--- src/rtl/cp0_pkg.sv ---
// Shared constants for the coprocessor-0 interrupt/exception block:
// register select codes, Status/Cause field positions and ExcCodes.
package cp0_pkg;

  localparam logic [2:0] SEL_EPC     = 3'd0;
  localparam logic [2:0] SEL_CAUSE   = 3'd1;
  localparam logic [2:0] SEL_STATUS  = 3'd2;
  localparam logic [2:0] SEL_COUNT   = 3'd3;
  localparam logic [2:0] SEL_COMPARE = 3'd4;

  localparam int ST_IE       = 0;
  localparam int ST_EXL      = 1;
  localparam int IM_LSB      = 8;
  localparam int IP_LSB      = 8;
  localparam int EXCCODE_MSB = 6;
  localparam int EXCCODE_LSB = 2;

  localparam logic [4:0] EXC_INT = 5'd0;
  localparam logic [4:0] EXC_SYS = 5'd8;
  localparam logic [4:0] EXC_RI  = 5'd10;
  localparam logic [4:0] EXC_OV  = 5'd12;

endpackage

--- src/rtl/cp0_timer.sv ---
// Count/Compare timer: free-running counter with software load, a
// Compare register, and a match flag feeding the timer pending bit.
module cp0_timer import cp0_pkg::*; #(
  parameter int DATA_W   = 32,
  parameter bit COUNT_EN = 1'b1
) (
  input  logic              clk,
  input  logic              rst,
  input  logic              count_we,
  input  logic              compare_we,
  input  logic [DATA_W-1:0] din,
  output logic [DATA_W-1:0] count,
  output logic [DATA_W-1:0] compare,
  output logic              match
);

  // A software load of Count takes the place of that cycle's increment;
  // the increment wraps naturally at the all-ones value.
  always_ff @(posedge clk or posedge rst) begin
    if (rst) begin
      count <= '0;
    end else if (count_we) begin
      count <= din;
    end else if (COUNT_EN) begin
      count <= count + 1'b1;
    end
  end

  // Compare only changes on an explicit write.
  always_ff @(posedge clk or posedge rst) begin
    if (rst) begin
      compare <= '0;
    end else if (compare_we) begin
      compare <= din;
    end
  end

  // A zero Compare means the timer is disarmed.
  always_comb begin
    match = (count == compare) && (compare != '0);
  end

endmodule

--- src/rtl/cp0_irq.sv ---
// Coprocessor-0 with interrupt sources, masking, priority resolution,
// a Count/Compare timer and EXL nested-exception protection. The trap
// decision is combinational so the PC mux can redirect in the same
// cycle; all architectural state commits on the clock edge.
module cp0_irq import cp0_pkg::*; #(
  parameter int          NUM_IRQ      = 3,
  parameter int          DATA_W       = 32,
  parameter logic [31:0] HANDLER_ADDR = 32'h0000_4180,
  parameter bit          COUNT_EN     = 1'b1
) (
  input  logic               clk,
  input  logic               rst,
  input  logic               enable,
  input  logic               we,
  input  logic [2:0]         sel,
  input  logic [DATA_W-1:0]  din,
  output logic [DATA_W-1:0]  dout,
  input  logic [DATA_W-1:0]  pc_in,
  input  logic               exc_valid,
  input  logic [4:0]         exc_code,
  input  logic               eret,
  input  logic [NUM_IRQ-1:0] irq_in,
  output logic               trap,
  output logic [DATA_W-1:0]  handler_pc,
  output logic [DATA_W-1:0]  epc_out
);

  // Pending/mask vectors carry one bit per external line plus the timer.
  localparam int NIP = NUM_IRQ + 1;

  if (DATA_W != 32) begin : g_bad_data_w
    $error("cp0_irq: DATA_W must be 32");
  end
  if (NUM_IRQ < 1 || NUM_IRQ > 16) begin : g_bad_num_irq
    $error("cp0_irq: NUM_IRQ must be in 1..16");
  end

  logic [DATA_W-1:0] epc;
  logic [NIP-1:0]    ip;
  logic [NIP-1:0]    im;
  logic              ie;
  logic              exl;
  logic [4:0]        exc_code_q;
  logic [DATA_W-1:0] count;
  logic [DATA_W-1:0] compare;
  logic              timer_match;
  logic              wr_ok;
  logic [NIP-1:0]    irq_grant;
  logic              int_req;
  logic [NIP-1:0]    ip_set;
  logic [NIP-1:0]    ip_clr;
  logic [DATA_W-1:0] cause_rd;
  logic [DATA_W-1:0] status_rd;

  // One-hot grant of the lowest-index request; the timer sits at the top
  // index and so loses to every external line.
  function automatic logic [NIP-1:0] prio_grant(input logic [NIP-1:0] req);
    logic [NIP-1:0] g;
    logic           found;
    g     = '0;
    found = 1'b0;
    for (int i = 0; i < NIP; i++) begin
      if (req[i] && !found) begin
        g[i]  = 1'b1;
        found = 1'b1;
      end
    end
    return g;
  endfunction

  cp0_timer #(
    .DATA_W   (DATA_W),
    .COUNT_EN (COUNT_EN)
  ) u_timer (
    .clk        (clk),
    .rst        (rst),
    .count_we   (wr_ok && (sel == SEL_COUNT)),
    .compare_we (wr_ok && (sel == SEL_COMPARE)),
    .din        (din),
    .count      (count),
    .compare    (compare),
    .match      (timer_match)
  );

  // Trap decision: sync exceptions and unmasked interrupts, blocked while
  // stalled or already inside a handler. mtc0 only lands when not trapping.
  always_comb begin
    irq_grant = prio_grant(ip & im);
    int_req   = |irq_grant;
    trap      = enable && !exl && (exc_valid || (ie && int_req));
    wr_ok     = enable && we && !trap;
  end

  // Pending-bit sources and clears; the OR after masking makes set win.
  always_comb begin
    ip_set = {timer_match, irq_in};
    ip_clr = '0;
    if (wr_ok && (sel == SEL_CAUSE)) begin
      ip_clr[NUM_IRQ-1:0] = din[IP_LSB +: NUM_IRQ];
    end
    if (wr_ok && (sel == SEL_COMPARE)) begin
      ip_clr[NUM_IRQ] = 1'b1;
    end
  end

  // IP tracks the lines every cycle, independent of commit stalls.
  always_ff @(posedge clk or posedge rst) begin
    if (rst) begin
      ip <= '0;
    end else begin
      ip <= (ip & ~ip_clr) | ip_set;
    end
  end

  // Architectural EPC/Status/ExcCode: trap beats eret beats mtc0 for EXL,
  // and a trap discards any mtc0 in the same cycle.
  always_ff @(posedge clk or posedge rst) begin
    if (rst) begin
      epc        <= '0;
      ie         <= 1'b0;
      exl        <= 1'b0;
      im         <= '0;
      exc_code_q <= '0;
    end else if (trap) begin
      epc        <= pc_in;
      exl        <= 1'b1;
      exc_code_q <= exc_valid ? exc_code : EXC_INT;
    end else if (enable) begin
      if (wr_ok && (sel == SEL_EPC)) begin
        epc <= din;
      end
      if (wr_ok && (sel == SEL_STATUS)) begin
        ie  <= din[ST_IE];
        exl <= din[ST_EXL];
        im  <= din[IM_LSB +: NIP];
      end
      if (eret) begin
        exl <= 1'b0;
      end
    end
  end

  // Read mux over the assembled register images; reserved selects read 0.
  always_comb begin
    cause_rd                              = '0;
    cause_rd[EXCCODE_MSB:EXCCODE_LSB]     = exc_code_q;
    cause_rd[IP_LSB +: NIP]               = ip;
    status_rd                             = '0;
    status_rd[ST_IE]                      = ie;
    status_rd[ST_EXL]                     = exl;
    status_rd[IM_LSB +: NIP]              = im;
    case (sel)
      SEL_EPC:     dout = epc;
      SEL_CAUSE:   dout = cause_rd;
      SEL_STATUS:  dout = status_rd;
      SEL_COUNT:   dout = count;
      SEL_COMPARE: dout = compare;
      default:     dout = '0;
    endcase
    handler_pc = HANDLER_ADDR;
    epc_out    = epc;
  end

  // A synchronous exception arriving inside a handler is unrecoverable.
  assert property (@(posedge clk) disable iff (rst) !(enable && exc_valid && exl));

endmodule

--- config.mk ---
export PLATFORM = sky130hd
export DESIGN_NAME = cp0_irq
export DESIGN_NICKNAME = d
export VERILOG_FILES = /design/src/rtl/cp0_pkg.sv /design/src/rtl/cp0_timer.sv /design/src/rtl/cp0_irq.sv
export SDC_FILE = /design/constraint.sdc
export NUM_CORES = 1
export LEC_CHECK = 0
export BUFFER_PORTS_ARGS = -buffer_cell sky130_fd_sc_hd__buf_2
export CORE_UTILIZATION = 53
export CTS_CLUSTER_DIAMETER = 40
export DETAILED_ROUTE_END_ITERATION = 10
export GPL_TIMING_DRIVEN = 0
export PLACE_DENSITY = 0.8
export SLEW_MARGIN = 25
export SYNTH_ARGS = -nofsm -noshare
export SYNTH_HDL_FRONTEND = slang
export SYNTH_SLANG_ARGS = --single-unit
--- constraint.sdc ---
create_clock -name clk -period 3.6 [get_ports clk]
set_input_delay 0.18 -clock clk [delete_from_list [all_inputs] [get_ports clk]]
set_output_delay 0.18 -clock clk [all_outputs]
set_load 0.01 [all_outputs]
# --- After elaboration in Yosys (flattened, before gate mapping) ---
# Cells that the tools add are included.
totals:
  register_bits: 111
  inputBits: 81
  output_inout_bits: 97
  elab_cells: 66
classes:
  n_addsub: 1
  n_eq_ne: 5
  muxes: 18
  bitwise_logic: 5
  reduce_logical: 29
ops:
  columns: ["operator", "n"]
  rows:
  - ["$pmux W32 S5", 1]
  - ["$mux W32", 4]
  - ["$add A32 B1 Y32 const B", 1]
  - ["$eq A32 B32 Y1", 1]
  - ["$reduce_bool A32 Y1", 1]
  - ["$logic_and A1 B1 Y1", 14]
  - ["$mux W1", 11]
  - ["$and A4 B4 Y4", 2]
  - ["$eq A3 B2 Y1 const B", 2]
  - ["$logic_not A1 Y1", 5]
  - ["$mux W5", 1]
  - ["$not A4 Y4", 1]
  - ["$or A4 B4 Y4", 1]
  - ["$reduce_and A2 Y1", 2]
  - ["$reduce_bool A2 Y1", 2]
  - ["$reduce_or A4 Y1", 1]
  - ["$eq A3 B1 Y1 const B", 1]
  - ["$eq A3 B3 Y1 const B", 1]
  - ["$logic_not A3 Y1", 1]
  - ["$mux W3", 1]
  - ["$reduce_and A3 Y1", 1]
  - ["$reduce_bool A3 Y1", 1]
  - ["$logic_or A1 B1 Y1", 1]
  - ["$not A1 Y1", 1]

# --- Depth between registers and ports, before layout ---
# Gate-level depths: netlist of run 1.
logic_depth:
  ltp_word: 22
  depth_mapped: 8

# --- Modules after synthesis ---
# From an unflattened synthesis of run 1, not the netlist that was laid out.
hier_totals:
  hier_cells: 713
  area_unflattened_um2: 6894.1
modules_own_cells:
  columns: ["module", "n_inst", "cells_each", "area_per_inst_um2", "seq_area_each_um2"]
  rows:
  - ["cp0_timer", 1, 347, 3559.7, 1601.5]
  - ["cp0_irq", 1, 366, 3334.4, 1176.1]

# --- Least setup slack after synthesis of run 1 ---
# No wires, ideal clock.
synth_path:
  kind: "register to register"
  from: "register ip[3]"
  to: "register u_timer.compare[10]"
  arrival_time_ns: 1.957
  required_time_ns: 3.475
  slack_ns: 1.518
  stages_incl_launch_ff: 8
  synth_period_minus_slack_ns: 2.082
  cell_sequence: "dfrtp_1 > a22oi_2 > a21boi_2 > o21ai_4 > inv_2 > nor4b_4 > buf_6 > mux2_4"
synth_between:
  elab_chain_len: 10
synth_rtl:
  columns: ["element", "line", "text"]
  rows:
  - ["start: declaration", "cp0_irq.sv:39", "logic [NIP-1:0] ip;"]
  - ["start signal: assignment", "cp0_irq.sv:111", "ip <= (ip & ~ip_clr) | ip_set;"]
  - ["$and A4 B4 Y4", "cp0_irq.sv:88", "irq_grant = prio_grant(ip & im);"]
  - ["$logic_and A1 B1 Y1", "cp0_irq.sv:63", "if (req[i] && !found) begin"]
  - ["$mux W1", "cp0_irq.sv:63", null]
  - ["$reduce_or A4 Y1", "cp0_irq.sv:89", "int_req = |irq_grant;"]
  - ["$logic_and A1 B1 Y1", "cp0_irq.sv:90", "trap = enable && !exl && (exc_valid || (ie && int_req));"]
  - ["$logic_or A1 B1 Y1", "cp0_irq.sv:90", null]
  - ["$logic_and A1 B1 Y1", "cp0_irq.sv:90", null]
  - ["$logic_not A1 Y1", "cp0_irq.sv:91", "wr_ok = enable && we && !trap;"]
  - ["$logic_and A1 B1 Y1", "cp0_irq.sv:91", null]
  - ["$logic_and A1 B1 Y1", "cp0_irq.sv:78", ".compare_we (wr_ok && (sel == SEL_COMPARE)),"]
  - ["end signal: assignment", "cp0_timer.sv:34", "compare <= din;"]
  - ["end: declaration", "cp0_timer.sv:13", "output logic [DATA_W-1:0] compare,"]
# Every way passes these cells.
# A chain may end at the register's enable or synchronous reset.

# --- Worst setup path after layout of run 1 ---
layout_path:
  from: "register exl"
  to: "output port trap"
layout_between:
  elab_chain_len: 3
layout_rtl:
  columns: ["element", "line", "text"]
  rows:
  - ["start: declaration", "cp0_irq.sv:42", "logic exl;"]
  - ["start signal: assignment", "cp0_irq.sv:134", "exl <= din[ST_EXL];"]
  - ["$logic_not A1 Y1", "cp0_irq.sv:90", null]
  - ["$logic_and A1 B1 Y1 (2 in series)", "cp0_irq.sv:90", null]
  - ["end: declaration", "cp0_irq.sv:23", "output logic trap,"]
# Every way passes these cells.

==> run metrics, run 1 <==
failing checks hold timing; most frequent cells in the layout buf_2, dfrtp_1, nand2_1, o21ai_0, mux2i_1; top achievable clock speed approximately 350 MHz; post-cts sizing count 0; Post-Syn Instances 672; count of pins on the block boundary 178; count of final setup violators 0; status finished, violations left; critical path endpoint category primary output; critical-path maximum fanout 10; Synth area leaders dfrtp_1, mux2i_1, xor2_1; top-area cell type share of the netlist area 42.2%; Die W 113 µm; clock slew at reported path FFs ~70 ps; register bit count reported by yosys around 110; max capacitance violation total 0; H-Tree Depth 3; DR DRC count 0; crit path buf inv count 4; top cell family by delay on the critical path buffers and inverters; vias in the first global route 5,637; number of hold violations in the final report 1; floorplan row count 40; global-route met2 utilization 48.8%; total detailed-routing wirelength 18.4 mm; M1 GR Usage 41.0%; drt initial violations 391; most common cell after layout, fill and taps aside buf_2; clock period minus worst slack 2830 ps; starting density of the core 54.5%; number of hold buffers added after cts 1; clock tree root driver cell clkbuf_16; cell accounting for the most synthesized area dfrtp_1; Most Used Layer, Global Route met2; delay of the slowest critical-path stage roughly 500 ps; crit path kind flop to primary output; NumNets Final 941; Hold Slack -3.06 ps; TritonCTS clock tree yes; slowest cell on the critical path clkbuf_1; area growth from synthesis to layout 21.2%; ratio of cells with drive above 1 in the final layout 28.0%; number of vias per cell 5.67; placed wire-length estimate after detailed placement ~14 mm; gpl congestion 0.891; GRT Resource Usage Total 30.0%; Synth Cell Area 6580 µm²; number of enable-type register cells in the synthesized netlist 0; dominant synthesized flop cell dfrtp_1; setup TNS 0 ps; Post-synth ARST share 100%; startpoint class of the critical path flop; number of buffers added for setup after CTS 0; ordered list of cells on the worst path nor2b_1, o21ai_4, inv_2, clkbuf_1, clkbuf_1, buf_2; worst ir drop on vdd 0.000382 V; core area approximately 12,000 µm²; fraction of the yosys area taken by sequential cells 42.2%; count of antenna-violating nets left after detailed routing 0; number of antenna violations at the first check in global routing 0; instance area at placement 7650 µm²; Least-Margin Pin Slew 1080 ps; tightest slew margin relative to the limit about 28%; count of antenna diodes in the layout 0; wire length of the first global-routing pass ~30 mm; largest net degree at the start of global routing 76; final worst path period share 78.6%; HP Class primary input to flop; P per Cell Area 646 nW/µm²; buffers from clock root to sink, at most 2; clock skew after layout 8.83 ps; Arr. time, crit path about 2700 ps; residual overflow from global routing 0; cell mode on critical path clkbuf_1; Overall Power 5.15 mW; vias after detailed routing just under 6,000; total iterations of the first detailed-routing run 5; DIE HEIGHT between 100 and 150 µm; number of inserted filler cells in the final layout approximately 1,000; sinks on the clock net 111; post-layout instance area about 8000 µm²; number of buffers added by the clock tree synthesis step 9; # port buffers between 100 and 150; synthesized area per cell 9.79 µm²; Clk Latency, worst-skew pair 360 ps; DIE AREA approximately 13,000 µm²; number of max-slew violations in the final report 0; data required time at the worst endpoint 3420 ps; count of distinct cell types in the synthesized netlist 45; Yosys Warn Count 0; RSZ-0062 raised after global routing no; GR Util met3 3.45%; total leakage power 3.55 nW; average wire per standard cell 17.9 µm
## cell families after synthesis
| group | Yosys count | share of synthesized area [%] |
|---|---|---|
| other | 2 | 0.114 |
| buffers and inverters | 72 | 6.49 |
| muxes | 102 | 17.5 |
| DFF | 111 | 42.2 |
| xor gates and xnor gates | 62 | 8.25 |
| AOI/OAI and AO/OA | 129 | 11.2 |
| and+or+nand+nor | 193 | 14.1 |
| adders and majority gates | 1 | 0.190 |
## final timing paths
path,start,endpoint,slack (ps),cells past startpoint
worst max-delay path,exl,trap,770,6
worst min-delay path,irq_in[0],ip[0],-3,2
worst max register to register,ip[3],u_timer.compare[10],1000,7
worst min register to register,exc_code_q[0],exc_code_q[0],510,1
max in group asynchronous,rst,u_timer.count[27],2540,4
min in group asynchronous,rst,ip[1],370,3
## report_power, final
part           total (mW)  internal [mW]  switching [mW]
Clock                1.07          0.623           0.449
Combinational        1.83          0.897           0.929
Sequential           2.25           1.71           0.546
Total                5.15           3.23            1.92
## cells in the mapped netlist (all sizes together) (13+ instances only)
master	n
o21ai	64
buf	42
xor2	42
dfrtp	111
clkbuf	27
nor4	14
a21oi	39
nand4	23
nand2	70
xnor2	20
mux2	42
mux2i	60
nor2	46
nand3	13
## worst reg2reg max path: cells and delay by family (launching register included)
family,cells,cell delay (ps)
muxes,1,320
and+or+nand+nor,1,670
buffers and inverters,2,420
AOI/OAI and AO/OA,3,650
DFF,1,420
## state kept, by name, summed over array words and instances, names as in the netlist
name	cells
epc_out	32
u_timer.compare	32
u_timer.count	32
exc_code_q	5
im	4
ip	4
exl	1
ie	1
## per-stage QoR
step	util, %	worst slack [ps]	hold WS (ps)	instances
2_1_floorplan	-	489	272	702
4_1_cts	66.1	727	2.48	1030
3_5_place_dp	63.5	918	199	1015
3_3_place_gp	63.2	-861	360	1014
5_1_grt	66.1	633	17.7	1030
6_report	66.1	772	-3.06	1030
## routing by layer
layer | vias to the layer above | routed length (µm)
met5 | - | 0
met4 | 0 | 483
met1 | 2849 | 7910
met2 | 275 | 8710
met3 | 42 | 1290
li1 | 2673 | -
## layout make-up
type,count,area (µm²),area share (%)
Inverter,3,16.3,0.204
Buffer,69,415,5.21
Timing Repair Buffer,146,758,9.51
Multi-Input combinational cell,519,3490,43.7
Clock buffer,11,243,3.04
Sequential cell,111,2780,34.8
Clock inverter,3,68.8,0.863
Tap cell,168,210,2.64
Power figures use the tool's default switching activity.
==> inputs of run 2 (changes only) <==
Settings changed: ABC_AREA set to 1, CORE_UTILIZATION 53 to 49, PLACE_DENSITY 0.8 to 0.78.
Clock period 3.6 ns to 2.45 ns, I/O delays scaled along.
==> run 2 against run 1 <==
  * The flow now finishes without violations
  * Global-route usage rose by 5.0 points
  * Power rose by 34%
  * Synthesized cell count rose by 36%
  * Clock skew rose by 4.3 ps
  * Synthesized area rose by 5.2%
  * Die area rose by 14%
  * Critical path depth rose by 2
  * Largest power group unchanged
  * Highest routed layer unchanged
==> run metrics, run 2 <==
fraction of the yosys area taken by sequential cells 40.1% (-2.1 points); least setup slack across all paths after layout 360 ps (-412 ps); clock slew at reported path FFs 80 ps (about the same); most numerous cell in the Yosys netlist nand2_1; number of hold violations in the final report 0 (-1); Arr. time, crit path 1970 ps (-680 ps); status completed; instance area at placement 8080 µm² (+5.5%); Die W 121 µm (+6.6%); cell mode on critical path nand2_1; sequential share of power 43.0% (-0.7 points); area of all sequential standard cells 2780 µm² (unchanged); Post-synth ARST share 100% (unchanged); crit path kind flop to primary output; share of power burned in the clock network 23.5% (+2.7 points); sinks on the clock net 111 (unchanged); count of final setup violators 0 (unchanged); H-Tree Depth 3 (unchanged); count of antenna diodes in the layout 0 (unchanged); Synth Cell Area 6920 µm² (+5.2%); floorplan row count 43 (+7.5%); ratio of cells with drive above 1 in the final layout 24.5% (-3.5 points); most frequent cells in the layout nand2_1, buf_2, dfrtp_1, inv_1, nand3_1; total detailed-routing wirelength 24.7 mm (+34%); number of inserted filler cells in the final layout 1,231 (+20%); final cell count without fillers 1,327 (+29%); number of max-slew violations in the final report 0 (unchanged); global-route met2 utilization 54.1% (+5.3 points); total area of multi-input combinational cells 3410 µm² (-2.3%); buffers from clock root to sink, at most 2 (unchanged); Yosys Warn Count 0 (unchanged); TritonCTS clock tree yes; drt initial violations 574 (+47%); core area 13,800 µm² (+15%); setup TNS 0 ps (unchanged); total leakage power 4.43 nW (+25%); largest net degree at the start of global routing 32 (-58%); number of placed instances, taps included 1,272 (+25%); data required time at the worst endpoint 2330 ps (-1090 ps); top cell family by delay on the critical path buffers and inverters; count of pins on the block boundary 178 (unchanged); P per Cell Area 783 nW/µm² (+21%); utilization after layout 63.6% (-2.6 points); wire length of the first global-routing pass 37.8 mm (+27%); DIE AREA 14,600 µm² (+14%); slowest cell on the critical path dfrtp_1; dominant synthesized flop cell dfrtp_1; delay of the slowest critical-path stage 390 ps (-110 ps); register bit count reported by yosys 111 (unchanged); residual overflow from global routing 0 (unchanged); DR DRC count 0 (unchanged); worst ir drop on vdd 0.000452 V (+19%); count of antenna-violating nets left after detailed routing 0 (unchanged); number of antenna violations at the first check in global routing 0 (unchanged); placed wire-length estimate after detailed placement 18.9 mm (+40%); HP Class primary input to flop; RSZ-0062 raised after global routing no; Clk Latency, worst-skew pair 360 ps (about the same); number of enable-type register cells in the synthesized netlist 0 (unchanged); top-area cell type share of the netlist area 40.1% (-2.1 points); number of hold buffers added after cts 39 (+38); Gate power share 33.5% (-2.0 points); final worst path period share 85.3%; # port buffers 145 (+0.69%); startpoint class of the critical path flop; critical path endpoint category primary output; Sw Ratio 39.4% (+2.1 points); top achievable clock speed ~480 MHz; M1 GR Usage 49.1% (+8.0 points); clock period minus worst slack approximately 2100 ps; Post-Syn Instances 913 (+36%); NumNets Final 1,224 (+30%); max capacitance violation total 0 (unchanged); ordered list of cells on the worst path nand2_1, nand2_1, o21ai_1, nand2_1, nand2_4, inv_1, buf_2, buf_2; number of vias per cell 5.40 (-4.7%); critical-path maximum fanout 10 (unchanged); total iterations of the first detailed-routing run 7 (+2); count of distinct cell types in the synthesized netlist 36 (-20%); Internal Dissipation 4.16 mW (+29%); DIE HEIGHT 121 µm (+6.6%); Most Used Layer, Global Route met2; synthesized area per cell 7.58 µm² (-23%); Least-Margin Pin Slew 788 ps (-290 ps); vias in the first global route 6,802 (+21%); Synth area leaders dfrtp_1, nand2_1, nand3_1; clock skew after layout 13.1 ps (+4.29 ps); crit path buf inv count 3 (-1); cell accounting for the most synthesized area dfrtp_1; starting density of the core 50.1% (-4.5 points); GRT Resource Usage Total 35.0% (+5.0 points); Hold Slack 8.96 ps (+12.0 ps); Overall Power 6.88 mW (+34%); gpl congestion 0.982 (+10%); area growth from synthesis to layout 27.0%; most common cell after layout, fill and taps aside nand2_1; top cells by instance count after synthesis nand2_1, dfrtp_1, inv_1; sw power 2.71 mW (+41%); post-cts sizing count 0 (unchanged); number of buffers added for setup after CTS 0 (unchanged); vias after detailed routing 7,170 (+23%); clock tree root driver cell clkbuf_16; post-placement worst setup slack 622 ps (-295 ps); post-layout instance area 8790 µm² (+10%); GR Util met3 6.48% (+3.0 points); number of buffers added by the clock tree synthesis step 9 (unchanged); tightest slew margin relative to the limit 47.4% (+20 points); average wire per standard cell 18.6 µm (+4.4%)
-- run 2: changes by cell type after synthesis, moves of 25 or more --
cell	previous run	this run
inv_1	2	84
o211ai_1	0	29
nand2_1	70	274
o21ai_1	1	37
a21oi_1	39	3
clkbuf_1	27	2
nand3_1	13	82
o21ai_0	62	26
mux2i_1	60	0
-- run 2: logic make-up after synthesis --
group	synth area share (%)
compound gates	11.7
xor+xnor	5.69
fa+ha+maj	0.181
buf+inv	12.3
flops	40.1
other cells	0.109
simple gates	29.9
-- run 2: power groups by stage --
stage                     Clock, mW  Sequential, mW  Combinational, mW
after floorplan                   0            2.86               1.40
after global placement            0            2.96               2.16
after detailed placement          0            2.96               2.22
after CTS                      1.63            2.93               2.28
after global routing           1.71            3.02               2.56
final                          1.61            2.96               2.30
-- run 2: tightest hold or removal path: stages --
cell and delay, ps:
buf_2 70, nand2_1 50, o211ai_1 80
-- run 2: area by class of cell --
class                      count  share of cell area (%)
multi-input combinational    667                    38.8
sequential                   111                    31.6
timing repair buffer         188                    13.7
buffer                        66                    5.41
inverter                      99                    4.31
clock buffer                   9                    2.56
tap                          180                    2.56
clock inverter                 7                    1.08
-- run 2: per-layer routing --
layer	vias to the layer above	part of all wire, %
met5	-	0
met4	0	2.7
met1	3416	44
met3	35	7.4
li1	3375	-
met2	344	46
-- run 2: path summary, 6_finish.rpt --
| path | slack [ps] | cells after the start | from | endpoint |
|---|---|---|---|---|
| setup / recovery | 360 | 8 | im[2] | trap |
| hold reg to reg | 500 | 2 | exc_code_q[2] | exc_code_q[2] |
| min in group asynchronous | 310 | 3 | rst | im[2] |
| hold / removal | 9 | 3 | pc_in[15] | epc_out[15] |
| setup reg to reg | 550 | 8 | im[2] | epc_out[6] |
| max in group asynchronous | 1430 | 5 | rst | epc_out[5] |
